`src/rtl/mem_port_arbiter_pkg.sv`:
```
// Shared types and constants for the unified-memory port arbiter.
package mips_mem_pkg;

  localparam int unsigned DEF_AW = 32;
  localparam int unsigned DEF_DW = 32;
  localparam int unsigned CTR_W  = 8;

  typedef enum logic [1:0] {IDLE, ISSUE, RESP} arb_state_t;
  typedef enum logic {GNT_I, GNT_D} grant_t;

  function automatic grant_t fixed_grant(input logic dreq);
    return dreq ? GNT_D : GNT_I;
  endfunction

  // On a tie the requester that was not granted last time wins.
  function automatic grant_t rr_grant(input logic ireq, input logic dreq, input grant_t last);
    if (ireq && dreq) return (last == GNT_D) ? GNT_I : GNT_D;
    return fixed_grant(dreq);
  endfunction

endpackage

```
`src/rtl/mem_port_arbiter_if.sv`:
```
// Registered request/ready bus between the arbiter (master) and the memory (slave).
interface mem_port_arbiter_if
  import mips_mem_pkg::*;
#(
  parameter int unsigned AW = DEF_AW,
  parameter int unsigned DW = DEF_DW
);

  logic          MemReq;
  logic          MemWe;
  logic [AW-1:0] MemAddr;
  logic [DW-1:0] MemWData;
  logic [DW-1:0] MemRData;
  logic          MemReady;

  modport master (
    output MemReq, MemWe, MemAddr, MemWData,
    input  MemRData, MemReady
  );

  modport slave (
    input  MemReq, MemWe, MemAddr, MemWData,
    output MemRData, MemReady
  );

endinterface

```
`src/rtl/mem_port_arbiter_timeout_ctr.sv`:
```
// 8-bit per-transaction down-counter; expired is high while the count is zero.
module memarb_timeout_ctr
  import mips_mem_pkg::*;
(
  input  logic             clk,
  input  logic             rst,
  input  logic             load,
  input  logic [CTR_W-1:0] load_val,
  input  logic             en,
  output logic             expired
);

  logic [CTR_W-1:0] cnt;

  always_ff @(posedge clk or posedge rst) begin
    if (rst) begin
      cnt <= '0;
    end else if (load) begin
      cnt <= load_val;
    end else if (en && (cnt != '0)) begin
      cnt <= cnt - 1'b1;
    end
  end

  assign expired = (cnt == '0);

endmodule

```
`src/rtl/mem_port_arbiter.sv`:
```
// IF/MEM arbiter for one single-ported memory with a per-access timeout.
// Define MEMARB_RR_EN for round-robin on ties; default is fixed D-over-I priority.
module mem_port_arbiter
  import mips_mem_pkg::*;
#(
  parameter int unsigned TIMEOUT = 255,
  parameter int unsigned AW      = DEF_AW,
  parameter int unsigned DW      = DEF_DW
) (
  input  logic          clk,
  input  logic          rst,
  input  logic          IReq,
  input  logic [AW-1:0] IAddr,
  output logic          IReady,
  output logic [DW-1:0] IRData,
  output logic          IWait,
  input  logic          DReq,
  input  logic          DWe,
  input  logic [AW-1:0] DAddr,
  input  logic [DW-1:0] DWData,
  output logic          DReady,
  output logic [DW-1:0] DRData,
  output logic          DWait,
  output logic          Err,
  mem_port_arbiter_if.master mem
);

  arb_state_t    state, next_state;
  grant_t        gnt, sel;
  logic          req_any, ctr_load, ctr_en, expired;
  logic          done, hit, timed_out;
  logic          mem_req_q, mem_we_q;
  logic [AW-1:0] mem_addr_q;
  logic [DW-1:0] mem_wdata_q;

  assign req_any = IReq | DReq;

`ifdef MEMARB_RR_EN
  grant_t last_gnt;

  always_ff @(posedge clk or posedge rst) begin
    if (rst)           last_gnt <= GNT_D;
    else if (ctr_load) last_gnt <= sel;
  end

  always_comb sel = rr_grant(IReq, DReq, last_gnt);
`else
  always_comb sel = fixed_grant(DReq);
`endif

  always_ff @(posedge clk or posedge rst) begin
    if (rst) state <= IDLE;
    else     state <= next_state;
  end

  always_comb begin
    next_state = state;
    case (state)
      IDLE:    if (req_any) next_state = ISSUE;
      ISSUE:   if (mem.MemReady || expired) next_state = RESP;
      RESP:    next_state = IDLE;
      default: next_state = IDLE;
    endcase
  end

  // MemReady wins over expiry when both land on the same edge.
  always_comb begin
    ctr_load  = (state == IDLE) && req_any;
    ctr_en    = (state == ISSUE) && !mem.MemReady;
    hit       = (state == ISSUE) && mem.MemReady;
    done      = (state == ISSUE) && (mem.MemReady || expired);
    timed_out = (state == ISSUE) && !mem.MemReady && expired;
  end

  memarb_timeout_ctr u_timeout_ctr (
    .clk      (clk),
    .rst      (rst),
    .load     (ctr_load),
    .load_val (CTR_W'(TIMEOUT)),
    .en       (ctr_en),
    .expired  (expired)
  );

  always_ff @(posedge clk or posedge rst) begin
    if (rst) begin
      gnt         <= GNT_D;
      mem_req_q   <= 1'b0;
      mem_we_q    <= 1'b0;
      mem_addr_q  <= '0;
      mem_wdata_q <= '0;
      IReady      <= 1'b0;
      DReady      <= 1'b0;
      Err         <= 1'b0;
      IRData      <= '0;
      DRData      <= '0;
    end else begin
      mem_req_q <= (next_state == ISSUE);
      if (ctr_load) begin
        gnt         <= sel;
        mem_we_q    <= (sel == GNT_D) && DWe;
        mem_addr_q  <= (sel == GNT_D) ? DAddr : IAddr;
        mem_wdata_q <= (sel == GNT_D) ? DWData : '0;
      end
      IReady <= done && (gnt == GNT_I);
      DReady <= done && (gnt == GNT_D);
      if (done) Err <= timed_out;
      if (hit && (gnt == GNT_I)) IRData <= mem.MemRData;
      if (hit && (gnt == GNT_D) && !mem_we_q) DRData <= mem.MemRData;
    end
  end

  assign mem.MemReq   = mem_req_q;
  assign mem.MemWe    = mem_we_q;
  assign mem.MemAddr  = mem_addr_q;
  assign mem.MemWData = mem_wdata_q;

  assign IWait = IReq & ~IReady;
  assign DWait = DReq & ~DReady;

endmodule

```
`src/flat_wrapper.sv`:
```
// flat-port wrapper written by rule: the top's interface ports become plain ports
module mem_port_arbiter_flat import mips_mem_pkg::*;
#(
  parameter int unsigned TIMEOUT = 255,
  parameter int unsigned AW      = DEF_AW,
  parameter int unsigned DW      = DEF_DW
)
  (clk, rst, IReq, IAddr, IReady, IRData, IWait, DReq, DWe, DAddr, DWData, DReady, DRData, DWait, Err, mem_MemReq, mem_MemWe, mem_MemAddr, mem_MemWData, mem_MemRData, mem_MemReady);
  mem_port_arbiter_if #(.AW(AW), .DW(DW)) mem_i ();
  input  logic clk;
  input  logic rst;
  input  logic IReq;
  input  logic [AW-1:0] IAddr;
  output logic IReady;
  output logic [DW-1:0] IRData;
  output logic IWait;
  input  logic DReq;
  input  logic DWe;
  input  logic [AW-1:0] DAddr;
  input  logic [DW-1:0] DWData;
  output logic DReady;
  output logic [DW-1:0] DRData;
  output logic DWait;
  output logic Err;
  output wire logic [$bits(mem_i.MemReq)-1:0] mem_MemReq;
  output wire logic [$bits(mem_i.MemWe)-1:0] mem_MemWe;
  output wire logic [$bits(mem_i.MemAddr)-1:0] mem_MemAddr;
  output wire logic [$bits(mem_i.MemWData)-1:0] mem_MemWData;
  input wire logic [$bits(mem_i.MemRData)-1:0] mem_MemRData;
  input wire logic [$bits(mem_i.MemReady)-1:0] mem_MemReady;
  assign mem_MemReq = mem_i.MemReq;
  assign mem_MemWe = mem_i.MemWe;
  assign mem_MemAddr = mem_i.MemAddr;
  assign mem_MemWData = mem_i.MemWData;
  assign mem_i.MemRData = mem_MemRData;
  assign mem_i.MemReady = mem_MemReady;
  mem_port_arbiter #(.TIMEOUT(TIMEOUT), .AW(AW), .DW(DW)) u_core (.clk(clk), .rst(rst), .IReq(IReq), .IAddr(IAddr), .IReady(IReady), .IRData(IRData), .IWait(IWait), .DReq(DReq), .DWe(DWe), .DAddr(DAddr), .DWData(DWData), .DReady(DReady), .DRData(DRData), .DWait(DWait), .Err(Err), .mem(mem_i));
endmodule
```
`config.mk`:
```
export PLATFORM = sky130hd
export DESIGN_NAME = mem_port_arbiter_flat
export DESIGN_NICKNAME = d
export VERILOG_FILES = /design/src/rtl/mem_port_arbiter_pkg.sv /design/src/rtl/mem_port_arbiter_if.sv /design/src/rtl/mem_port_arbiter_timeout_ctr.sv /design/src/rtl/mem_port_arbiter.sv /design/src/flat_wrapper.sv
export SDC_FILE = /design/constraint.sdc
export NUM_CORES = 1
export LEC_CHECK = 0
export CORE_MARGIN = 5
export CORE_UTILIZATION = 42
export DETAILED_ROUTE_END_ITERATION = 6
export PLACE_DENSITY = 0.85
export SLEW_MARGIN = 25
export SYNTH_ARGS = -nofsm -noshare
export SYNTH_HDL_FRONTEND = slang
export SYNTH_HIERARCHICAL = 1
export SYNTH_SLANG_ARGS = --single-unit
```
`constraint.sdc`:
```
create_clock -name clk -period 5.9 [get_ports clk]
set_input_delay 1.18 -clock clk [delete_from_list [all_inputs] [get_ports clk]]
set_output_delay 1.18 -clock clk [all_outputs]
set_load 0.02 [all_outputs]
```
==> results of run 1 <==
## power groups by stage
stage / registers, mW / logic, mW / clock network [mW]
3_3_place_gp: 1.79 / 2.58 / 0
2_1_floorplan: 2.33 / 0.859 / 0
4_1_cts: 1.81 / 2.66 / 1.03
3_5_place_dp: 1.81 / 2.65 / 0
5_1_grt: 1.87 / 2.78 / 1.08
6_report: 1.80 / 2.63 / 1.01
## registers in the layout, summed over array words and instances (netlist names)
register,cells
u_core/DRData,32
u_core/DReady,1
u_core/mem.MemWe,1
u_core/state,2
u_core/IReady,1
u_core/Err,1
u_core/mem.MemWData,32
u_core/u_timeout_ctr/cnt,8
u_core/IRData,32
u_core/gnt,1
u_core/mem.MemReq,1
u_core/mem.MemAddr,32
## Yosys cell counts, types with 4 or more instances
cell     number
buf_2        12
a22o_1       33
inv_1         4
dfrtp_1     143
nor2b_1       4
mux2_4       20
o21ai_0       4
nor2_1        6
nand2_1       9
mux2_2       92
mux2_1       17
## cell families after synthesis
| kind of cell | after synthesis | synth area share, % |
|---|---|---|
| AOI/OAI and AO/OA | 53 | 7.11 |
| other | 1 | 0.0625 |
| xor gates and xnor gates | 4 | 0.584 |
| DFF | 144 | 60.1 |
| buffers and inverters | 26 | 2.48 |
| muxes | 129 | 25.5 |
| adders and majority gates | 2 | 0.417 |
| and+or+nand+nor | 35 | 3.78 |
## metrics by stage
stage,instances,power (mW),util [%]
2_1_floorplan,401,3.19,-
3_3_place_gp,833,4.37,63.5
3_5_place_dp,834,4.46,63.6
4_1_cts,866,5.50,67.6
5_1_grt,866,5.72,67.6
6_report,866,5.44,67.6
## area by class of cell
type	count	area, um^2
flip-flops and latches	144	3600
well taps	180	225
inverters	5	23.8
clock buffers	20	457
multi-input cells	231	2270
clock inverters	12	111
fillers	947	4510
repair buffers	274	2730
## layer usage
layer | vias up | wire, um | GRT usage, %
met5 | - | 0 | 0
met4 | 0 | 329 | 7.27
met3 | 25 | 1340 | 6.76
met2 | 182 | 8240 | 33.3
met1 | 2136 | 6090 | 22.6
li1 | 1971 | - | -
## path summary, 6_finish.rpt
kind | endpoint | slack [ns] | startpoint
max reg2reg | u_core/mem.MemAddr[15] | 3.78 | u_core/state[0]
min reg2reg | u_core/mem.MemAddr[19] | 0.49 | u_core/mem.MemAddr[19]
min | u_core/mem.MemAddr[19] | 0.49 | u_core/mem.MemAddr[19]
max | DWait | 1.88 | DReq
min in group asynchronous | u_core/u_timeout_ctr/cnt[4] | 1.15 | rst
max in group asynchronous | u_core/DRData[14] | 3.72 | rst
==> metrics.txt, run 1 <==
Ant. Diodes 0; drt total wl 16000 um; syn avg cell area 15.2 um^2; VDD IR max 0.326 mV; CP Depth 4; Die H 130 um; CP Max Fanout 35; Switching Power 1.95 mW; worst slew pin tran 0.909 ns; final instance area 0.00942 mm^2; Initial Util 43.0%; Post-synth EDFFs 0; H-tree depth 4; Antenna Nets Post-Route 0; DRC viols 0; FF+latch count, synth 144; FFs w/ async S/R, synth 100%; Synth area leader dfrtp_1; largest net degree at the start of global routing 59; hold crit path type flip-flop to flip-flop; Remaining Overflow, GRT 0; CP arrival 2.84 ns; Post-CTS Hold Buffers 0; most common cell after layout, fill and taps aside clkdlybuf4s50_1; RSZ-0062 raised after global routing false; share of cells above drive strength 1 23.3%; CTS root buf clkbuf_16; Seq/Total Area, Yosys 60.1%; setup tns final 0 ns; Seq pwr share 33.2%; most used cell, CP clkdlybuf4s50_1; DRT Pass-1 Iters 4; clock buffer depth 2; status complete, no violations; Startpoint Class primary input; CP max-delay cell clkdlybuf4s50_1; crit-path cells clkdlybuf4s50_1, buf_4, nor2b_1, clkdlybuf4s50_1; Syn-to-layout area delta 57.1%; Hold Worst Slack 0.485 ns; synthesized area 0.00600 mm^2; # nets final 809; Sink Count 144; CP Data Required Time 4.72 ns; vias in the first global route 4904; cells on worst reg2reg path 4; Clock Skew 0.00595 ns; wire per inst 18.5 um; Die W 130 um; Setup Fix Bufs, Post-CTS 0; power density over the cells 577 mW/mm^2; Area contributors post-synth dfrtp_1, mux2_2, mux2_4; Sw Ratio 35.8%; vias 4314; crit path kind primary input to output port; 1st-iter DRT viols 178; Ys Warns 6; I/O Buffers 268; Clk Latency, worst-skew pair 0.41 ns; # setup viols final 0; CP top delay family buffers and inverters; Top FF cell, synth dfrtp_1; DP Wirelength 12100 um; top-area cell type share of the netlist area 59.7%; Leakage Power 3.96 nW; CTS tree built; first-pass GRT wire length 25200 um; most frequent cells in the layout clkdlybuf4s50_1, dfrtp_1, mux2_2; # resized after CTS 0; fmax 0.249 GHz; Distinct cells, synth 43; CP Capture Type output port; placed inst area 0.00886 mm^2; final hold vios 0; worst hold stages 1; Comb pwr share 48.3%; internal power 3.49 mW; Via density 4.98; pre-CTS WS 1.86 ns; Core Rows 43; Tot GR Track Use 19.4%; CTS buffer count 17; Maximum Capacitance Violations 0; worst setup margin 1.88 ns; clk slew on worst S/H paths 0.06 ns; routability congestion estimate 0.814; clock share of power 18.5%; crit share post-route 68.1%; initial antenna violation count 0; synthesized instance count 394; core area 0.0139 mm^2; Worst path max stage delay 0.62 ns; relative slew slack 39.2%; Die Area 0.0168 mm^2; worst path bufs/invs 3; Final Critical Period 4.02 ns; IO Count 269; Slew Viols, Final 0
No activity file was read; power rests on OpenSTA's default activity.
==> run 2, diff against run 1 <==
Settings changed: CORE_UTILIZATION 42 to 38, PLACE_DENSITY 0.85 to 0.81.
Clock period 5.9 ns to 3.63 ns, I/O delays scaled along.
==> run 2 against run 1 <==
Critical path depth decreased by 1. Cell area grew 0.64%. Worst setup slack lost 1.3 ns. Clock skew up 0.0032 ns. Sequential power is 62% higher. Highest routed layer unchanged.
==> metrics.txt, run 2 (synthesized netlist as in run 1, its figures left out) <==
Die H 136 um (+4.7%); clock buffer depth 2 (unchanged); Clock Skew 0.00911 ns (+0.00316 ns); Switching Power 3.17 mW (+63%); CP Capture Type output port; crit share post-route 84.7%; most common cell after layout, fill and taps aside clkdlybuf4s50_1; CTS buffer count 17 (unchanged); Via density 4.71 (-5.5%); status complete, no violations; FF-to-FF Start u_core/state[0]; Hold Worst Slack 0.484 ns (-0.00127 ns); Slew Viols, Final 0 (unchanged); H-tree depth 4 (unchanged); CTS tree built; setup tns final 0 ns (unchanged); first-pass GRT wire length 26100 um (+3.5%); worst slew pin tran 1.02 ns (+0.113 ns); vias 4236 (-1.8%); CP Max Fanout 12 (-66%); hold_sp u_core/mem.MemAddr[25]; hold crit path type flip-flop to flip-flop; crit path kind primary input to output port; met1 Use GR 20.9% (-1.6 points); clk slew on worst S/H paths 0.06 ns (about the same); Remaining Overflow, GRT 0 (unchanged); Initial Util 38.3% (-4.7 points); largest net degree at the start of global routing 71 (+20%); Syn-to-layout area delta 58.1%; CP Data Required Time 2.90 ns (-1.82 ns); relative slew slack 31.6% (-7.6 points); placed insts 870 (+4.3%); worst hold stages 1 (unchanged); Antenna Nets Post-Route 0 (unchanged); CTS root buf clkbuf_16; clock share of power 19.4% (+0.9 points); final hold vios 0 (unchanged); Comb pwr share 47.9% (-0.4 points); most frequent cells in the layout clkdlybuf4s50_1, dfrtp_1, mux2_2; Die Area 0.0184 mm^2 (+9.7%); DRT Pass-1 Iters 4 (unchanged); RSZ-0062 raised after global routing false; Sink Count 144 (unchanged); Startpoint Class primary input; routability congestion estimate 0.807 (-0.81%); Final Critical Period 3.07 ns; DP Wirelength 12200 um (+0.63%); met3 usage in global routing 6.54% (-0.22 points); CP Launch Point DReq; share of cells above drive strength 1 23.0% (-0.37 points); Util after Layout 60.6% (-7.0 points); Core Rows 46 (+7.0%); Maximum Capacitance Violations 0 (unchanged); CP arrival 2.35 ns (-0.49 ns); VDD IR max 0.456 mV (+40%); Tot GR Track Use 18.6% (-0.84 points); internal power 5.78 mW (+66%); total chip power 8.94 mW (+65%); # setup viols final 0 (unchanged); IO Count 269 (unchanged); initial antenna violation count 0 (unchanged); met2 track demand over resource 32.3% (-0.96 points); # nets final 809 (unchanged); vias in the first global route 4874 (-0.61%); Seq pwr share 32.7% (-0.5 points); wire per inst 18.4 um (-0.50%); Die W 136 um (+4.7%); 1st-iter DRT viols 170 (-4.5%); power density over the cells 943 mW/mm^2 (+63%); DRC viols 0 (unchanged); I/O Buffers 268 (unchanged); final std cells w/o fill 900 (+3.9%); # resized after CTS 0 (unchanged); Ant. Diodes 0 (unchanged); Leakage Power 3.96 nW (+0.20%); Setup Fix Bufs, Post-CTS 0 (unchanged); Post-CTS Hold Buffers 0 (unchanged); drt total wl 16500 um (+3.4%); Sw Ratio 35.4% (-0.41 points); Clk Latency, worst-skew pair 0.42 ns (about the same); cells on worst reg2reg path 4 (unchanged); core area 0.0157 mm^2 (+12%); grt peak-use layer met2; fmax 0.325 GHz
run 2: cell types whose count changed in the layout (fill, tap and decap cells not counted), sizes merged:
cell and delta:
bufinv +2, clkinv -1, clkinvlp -1, inv -2
run 2: area by class of cell:
class / instances / area [um^2]
Fill cell: 1246 / 6170
Sequential cell: 144 / 3600
Timing Repair Buffer: 274 / 2730
Multi-Input combinational cell: 231 / 2270
Clock buffer: 20 / 447
Tap cell: 216 / 270
Clock inverter: 10 / 139
Inverter: 5 / 25.0
run 2: worst max-delay path: stages:
cell and delay, ns:
clkdlybuf4s50_1 0.81, nor2b_1 0.19, clkdlybuf4s50_1 0.61
run 2: power by group through the flow:
stage | Combinational (mW) | Sequential (mW) | Clock, mW
floorplan | 1.40 | 3.78 | 0
global placement | 4.23 | 2.90 | 0
detailed placement | 4.32 | 2.93 | 0
CTS | 4.35 | 2.93 | 1.78
global route | 4.53 | 3.03 | 1.85
finish | 4.29 | 2.92 | 1.74
run 2: worst paths after layout:
check                      slack (ns)                          end
max                              0.56                        DWait
min                              0.48       u_core/mem.MemAddr[25]
max reg2reg                      1.45        u_core/mem.MemAddr[6]
min reg2reg                      0.48       u_core/mem.MemAddr[25]
max in group asynchronous        2.07      u_core/mem.MemWData[18]
min in group asynchronous        0.67  u_core/u_timeout_ctr/cnt[4]
run 2: metal layers:
layer / routed length (um) / share of wire, %
met4: 377 / 2.3
met2: 8610 / 52
met1: 6330 / 38
met5: 0 / 0
met3: 1230 / 7.4
run 2: per-stage QoR:
| step | instance area [um^2] | setup slack [ns] |
|---|---|---|
| 2_1_floorplan | 6030 | 1.21 |
| 3_3_place_gp | 8900 | 0.343 |
| 3_5_place_dp | 8900 | 0.214 |
| 4_1_cts | 9480 | 0.548 |
| 5_1_grt | 9480 | 0.435 |
| 6_report | 9480 | 0.557 |
